===== src/rtl/pipe_stage_reg.sv =====
// Handshaked valid/ready pipeline stage with optional two-entry skid buffer,
// synchronous flush and a saturating stall-cycle counter.
module pipe_stage_reg #(
  parameter int                DATA_W     = 257,
  parameter logic [DATA_W-1:0] RESET_DATA = '0,
  parameter bit                SKID_EN    = 1'b1,
  parameter int                CNT_W      = 32
) (
  input  logic              clk,
  input  logic              rst,
  input  logic              flush,
  input  logic              in_valid,
  output logic              in_ready,
  input  logic [DATA_W-1:0] in_data,
  output logic              out_valid,
  input  logic              out_ready,
  output logic [DATA_W-1:0] out_data,
  output logic [CNT_W-1:0]  stall_cnt
);

  typedef enum logic [1:0] {EMPTY, BUSY, FULL} state_t;

  logic [CNT_W-1:0] cnt_q, cnt_d;

  always_comb begin
    cnt_d = cnt_q;
    if (out_valid && !out_ready && (cnt_q != {CNT_W{1'b1}}))
      cnt_d = cnt_q + CNT_W'(1);
  end

  always_ff @(posedge clk or negedge rst) begin
    if (!rst) cnt_q <= '0;
    else      cnt_q <= cnt_d;
  end

  assign stall_cnt = cnt_q;

  if (SKID_EN) begin : g_skid
    state_t            state_q, state_d;
    logic [DATA_W-1:0] main_q, main_d;
    logic [DATA_W-1:0] skid_q, skid_d;
    logic              rdy_q, rdy_d;
    logic              in_xfer, out_xfer;

    assign in_xfer  = in_valid && rdy_q;
    assign out_xfer = (state_q != EMPTY) && out_ready;

    always_comb begin
      state_d = state_q;
      main_d  = main_q;
      skid_d  = skid_q;
      case (state_q)
        EMPTY: if (in_xfer) begin
          state_d = BUSY;
          main_d  = in_data;
        end
        BUSY: begin
          if (in_xfer && out_xfer) begin
            main_d = in_data;
          end else if (in_xfer) begin
            state_d = FULL;
            skid_d  = in_data;
          end else if (out_xfer) begin
            state_d = EMPTY;
          end
        end
        FULL: if (out_xfer) begin
          state_d = BUSY;
          main_d  = skid_q;
        end
        default: state_d = EMPTY;
      endcase
      // flush beats every transfer; an offered input is simply dropped
      if (flush) begin
        state_d = EMPTY;
        main_d  = RESET_DATA;
      end
      rdy_d = (state_d != FULL);
    end

    always_ff @(posedge clk or negedge rst) begin
      if (!rst) begin
        state_q <= EMPTY;
        main_q  <= RESET_DATA;
        skid_q  <= '0;
        rdy_q   <= 1'b1;
      end else begin
        state_q <= state_d;
        main_q  <= main_d;
        skid_q  <= skid_d;
        rdy_q   <= rdy_d;
      end
    end

    assign in_ready  = rdy_q;
    assign out_valid = (state_q != EMPTY);
    assign out_data  = main_q;
  end else begin : g_single
    logic              vld_q, vld_d;
    logic [DATA_W-1:0] data_q, data_d;
    logic              in_xfer, out_xfer;

    assign in_ready = !vld_q || out_ready;
    assign in_xfer  = in_valid && in_ready;
    assign out_xfer = vld_q && out_ready;

    always_comb begin
      vld_d  = vld_q;
      data_d = data_q;
      if (in_xfer) begin
        vld_d  = 1'b1;
        data_d = in_data;
      end else if (out_xfer) begin
        vld_d  = 1'b0;
      end
      if (flush) begin
        vld_d  = 1'b0;
        data_d = RESET_DATA;
      end
    end

    always_ff @(posedge clk or negedge rst) begin
      if (!rst) begin
        vld_q  <= 1'b0;
        data_q <= RESET_DATA;
      end else begin
        vld_q  <= vld_d;
        data_q <= data_d;
      end
    end

    assign out_valid = vld_q;
    assign out_data  = data_q;
  end

endmodule


===== config.mk =====
export PLATFORM = sky130hd
export DESIGN_NAME = pipe_stage_reg
export DESIGN_NICKNAME = d
export VERILOG_FILES = /design/src/rtl/pipe_stage_reg.sv
export SDC_FILE = /design/constraint.sdc
export NUM_CORES = 1
export LEC_CHECK = 0
export BUFFER_PORTS_ARGS = -buffer_cell sky130_fd_sc_hd__buf_2
export CORE_ASPECT_RATIO = 1.25
export CORE_MARGIN = 2
export CORE_UTILIZATION = 28
export DETAILED_ROUTE_END_ITERATION = 8
export GPL_TIMING_DRIVEN = 1
export PLACE_DENSITY_LB_ADDON = 0.05
export SLEW_MARGIN = 20
export SYNTH_ARGS = -nofsm -noshare
export SYNTH_HDL_FRONTEND = slang
export SYNTH_SLANG_ARGS = --single-unit

===== constraint.sdc =====
create_clock -name clk -period 5.5 [get_ports clk]
set_input_delay 0.55 -clock clk [delete_from_list [all_inputs] [get_ports clk]]
set_output_delay 0.55 -clock clk [all_outputs]
set_load 0.01 [all_outputs]

==> results.cfg <==
[timing]
fin_crit_sh = 0.5070
tightest_slew_ps = 1259
fin_ws_ps = 2711
maxSlewHeadroom = 0.1605
skew_ps = 15.29
hold_viol = 0
holdWs_ps = 149.7
tns_ps = 0
period_minus_slack_ps = 2789
fmax_ghz = 0.3586
setup_violations = 0
rsz0062_at_grt = false
maxSlewViolCount = 0

[cells_and_area]
nets = 2858
synthToLayoutAreaGrowth_pct = 25.10
final_cell_mix = buf_2 (550), dfrtp_1 (548), nand2_1 (527)
utilization = 0.3535
fillers = 8508
fin_cells = 3741
mostFrequentLayoutCell = buf_2
drive_above_1_share = 0.3569

[power_and_ir_drop]
irDropWorstVdd_uv = 267.1
power_frac_comb = 0.155
seq_power_share = 0.460
p_leak_nw = 13.81
switchingPower_w = 0.003070
p_clk_frac = 0.385
intPower_w = 0.008242
p_per_area_nw_per_um2 = 385.7
p_sw_frac = 0.2714

[worst_setup_path]
endpoint_kind = register
cp.required_ps = 6030
path_cells = nor2b_1 > and2_4 > buf_12 > mux2_2
slowest_stage = and2_4
crit_arrival_ps = 3320
slowest_delay_ps = 760
setup.worst_path.class = reg2reg
cp-start-kind = register
cp_max_fo = 80

[flow_run]
max_cap_viol_count = 0

[logic_synthesis]
yosysTopAreaCellShare = 0.5848
yosys_warnings = 0
synthTopCellsByArea = dfrtp_1 (58%), mux2_2 (12%), a311oi_1 (9.6%), nand2_1 (8.4%), nor2_1 (4.3%)
synth_area_per_cell_um2 = 10.97
yosys_register_bits = 549
ys_seq_area_frac = 0.5860
syn_area_um2 = 23450
synthAdderAreaFrac = 0.0005336
ys_types = 43
syn_nets = 2400
synth_top_family_by_area = simple AND/OR/NAND/NOR gates
synth_flop_cell = dfrtp_1
synthCells = 2137
async_flop_share = 1.000
synth_top_cell_by_area = dfrtp_1
synth_mux_area_frac = 0.1243
yosys.area_share.simple = 0.1432
synthXorXnorAreaFrac = 0.01046
synth_edf_count = 0
synth-compound-area-share = 0.1021

[detailed_routing]
ant_nets = 0
wl_per_cell_um = 21.18
drt_wl_total_um = 79230
vias = 18200
drt_iter0_drc = 939
drc = 0
vias_per_cell = 4.864
dr.pass1.iters = 5

[clock_tree]
clkTransAtPathRegs_ps = 60
clk_latency_ps = 650
cts_buffer_depth = 3
cts_buffers = 61
cts-root-buf = clkbuf_16
htree_levels = 2
cts_setup_buffers = 0
cts_tree = done
clkSinkCount = 549

[global_routing]
antenna_found_initial = 36
track_usage = 0.1798
grt_max_degree = 209
overflow = 0
grt_pass1_wl_um = 120100
grt_pass1_vias = 18320

[die]
io-pin-count = 553
die_area_um2 = 86090
die_height_um = 327.5
start_util = 0.2826
num_rows = 118
die_w_um = 262.8
core_area_um2 = 82970

[place]
dp_hpwl_um = 49460
dp.cells = 3611
dp_slack_ps = 2609
io_buffers = 552
gp_congestion = 0.7632

[outcome]
status = completed

[hold_path]
hold_path_class = in2reg
[routing by layer]
layer,share of wire,global-route usage,vias to the layer above
met2,0.49,0.3049,461
met3,0.078,0.06299,136
met4,0.022,0.04534,32
met1,0.41,0.2179,9143
li1,-,-,8424
met5,0.0026,0,-
[worst paths after layout]
check / from / end / slack (ps) / cells after the start
worst max register to register: g_skid.state_q[0]$_DFF_PN0_ / g_skid.skid_q[178]$_DFFE_PN0P_ / 2710 / 4
min in group asynchronous: rst / out_data[107]$_DFFE_PN0P_ / 470 / 2
max in group asynchronous: rst / stall_cnt[12]$_DFFE_PN0P_ / 3710 / 3
worst min-delay path: in_data[102] / g_skid.skid_q[102]$_DFFE_PN0P_ / 150 / 2
worst min register to register: stall_cnt[17]$_DFFE_PN0P_ / stall_cnt[17]$_DFFE_PN0P_ / 490 / 1
worst max-delay path: g_skid.state_q[0]$_DFF_PN0_ / g_skid.skid_q[178]$_DFFE_PN0P_ / 2710 / 4
[power by group through the flow]
stage	Combinational, W	Sequential [W]	Clock (W)
detailed placement	0.00179	0.00528	0
global route	0.00194	0.00531	0.00470
floorplan	0.00101	0.00529	0
CTS	0.00179	0.00521	0.00453
global placement	0.00173	0.00525	0
finish	0.00175	0.00520	0.00436
[flip-flops by register name, summed over array words and instances (netlist names)]
register	flops
g_skid.skid_q	257
out_data	257
stall_cnt	32
g_skid.state_q	2
in_ready	1
[worst max-delay path: cells and delay by family (launching register included)]
| kind | cells | cell delay [ps] |
|---|---|---|
| mux | 1 | 410 |
| buf+inv | 1 | 440 |
| flops | 1 | 540 |
| simple gates | 2 | 1120 |
[synthesized netlist by cell type (4+ instances only)]
cell type  number
nor3_1          4
xor2_1         19
nand3_1        11
clkbuf_1       86
buf_2          77
o31ai_1         5
nand2_1       527
mux2_2        258
a311oi_1      257
nor2_1        267
buf_1          11
nand4_1         6
xnor2_1         9
and4_1          5
and3_1          7
nor4_1          4
dfrtp_1       548
[area by class of cell]
| type | count | area, um^2 | area share |
|---|---|---|---|
| Tap cell | 1080 | 1351 | 0.04607 |
| Timing Repair Buffer | 572 | 3109 | 0.1060 |
| Multi-Input combinational cell | 1408 | 8956 | 0.3053 |
| Clock inverter | 20 | 287.8 | 0.009811 |
| Clock buffer | 93 | 1837 | 0.06262 |
| Antenna cell | 16 | 40.04 | 0.001365 |
| Sequential cell | 549 | 13740 | 0.4684 |
| Inverter | 3 | 11.26 | 0.0003839 |
[cells by family after synthesis]
group	after synthesis
xor gates and xnor gates	28
muxes	259
adders and majority gates	1
AOI/OAI and AO/OA	272
buffers and inverters	180
and+or+nand+nor	848
DFF	549
[timing repair]
action / CTS / global route
endpoints found under the hold margin: 65 / 0
endpoints found under the setup margin: 0 / 0
gates resized for setup: 0 / 0
hold buffers: 1 / 0
[through the flow]
stage	power (W)	instance area, um^2
after floorplan	0.006297	23450
final	0.01131	29330
after detailed placement	0.007069	27160
after global routing	0.01195	29310
after global placement	0.006982	27160
after CTS	0.01153	29290
(Power assumes the default switching activity.)
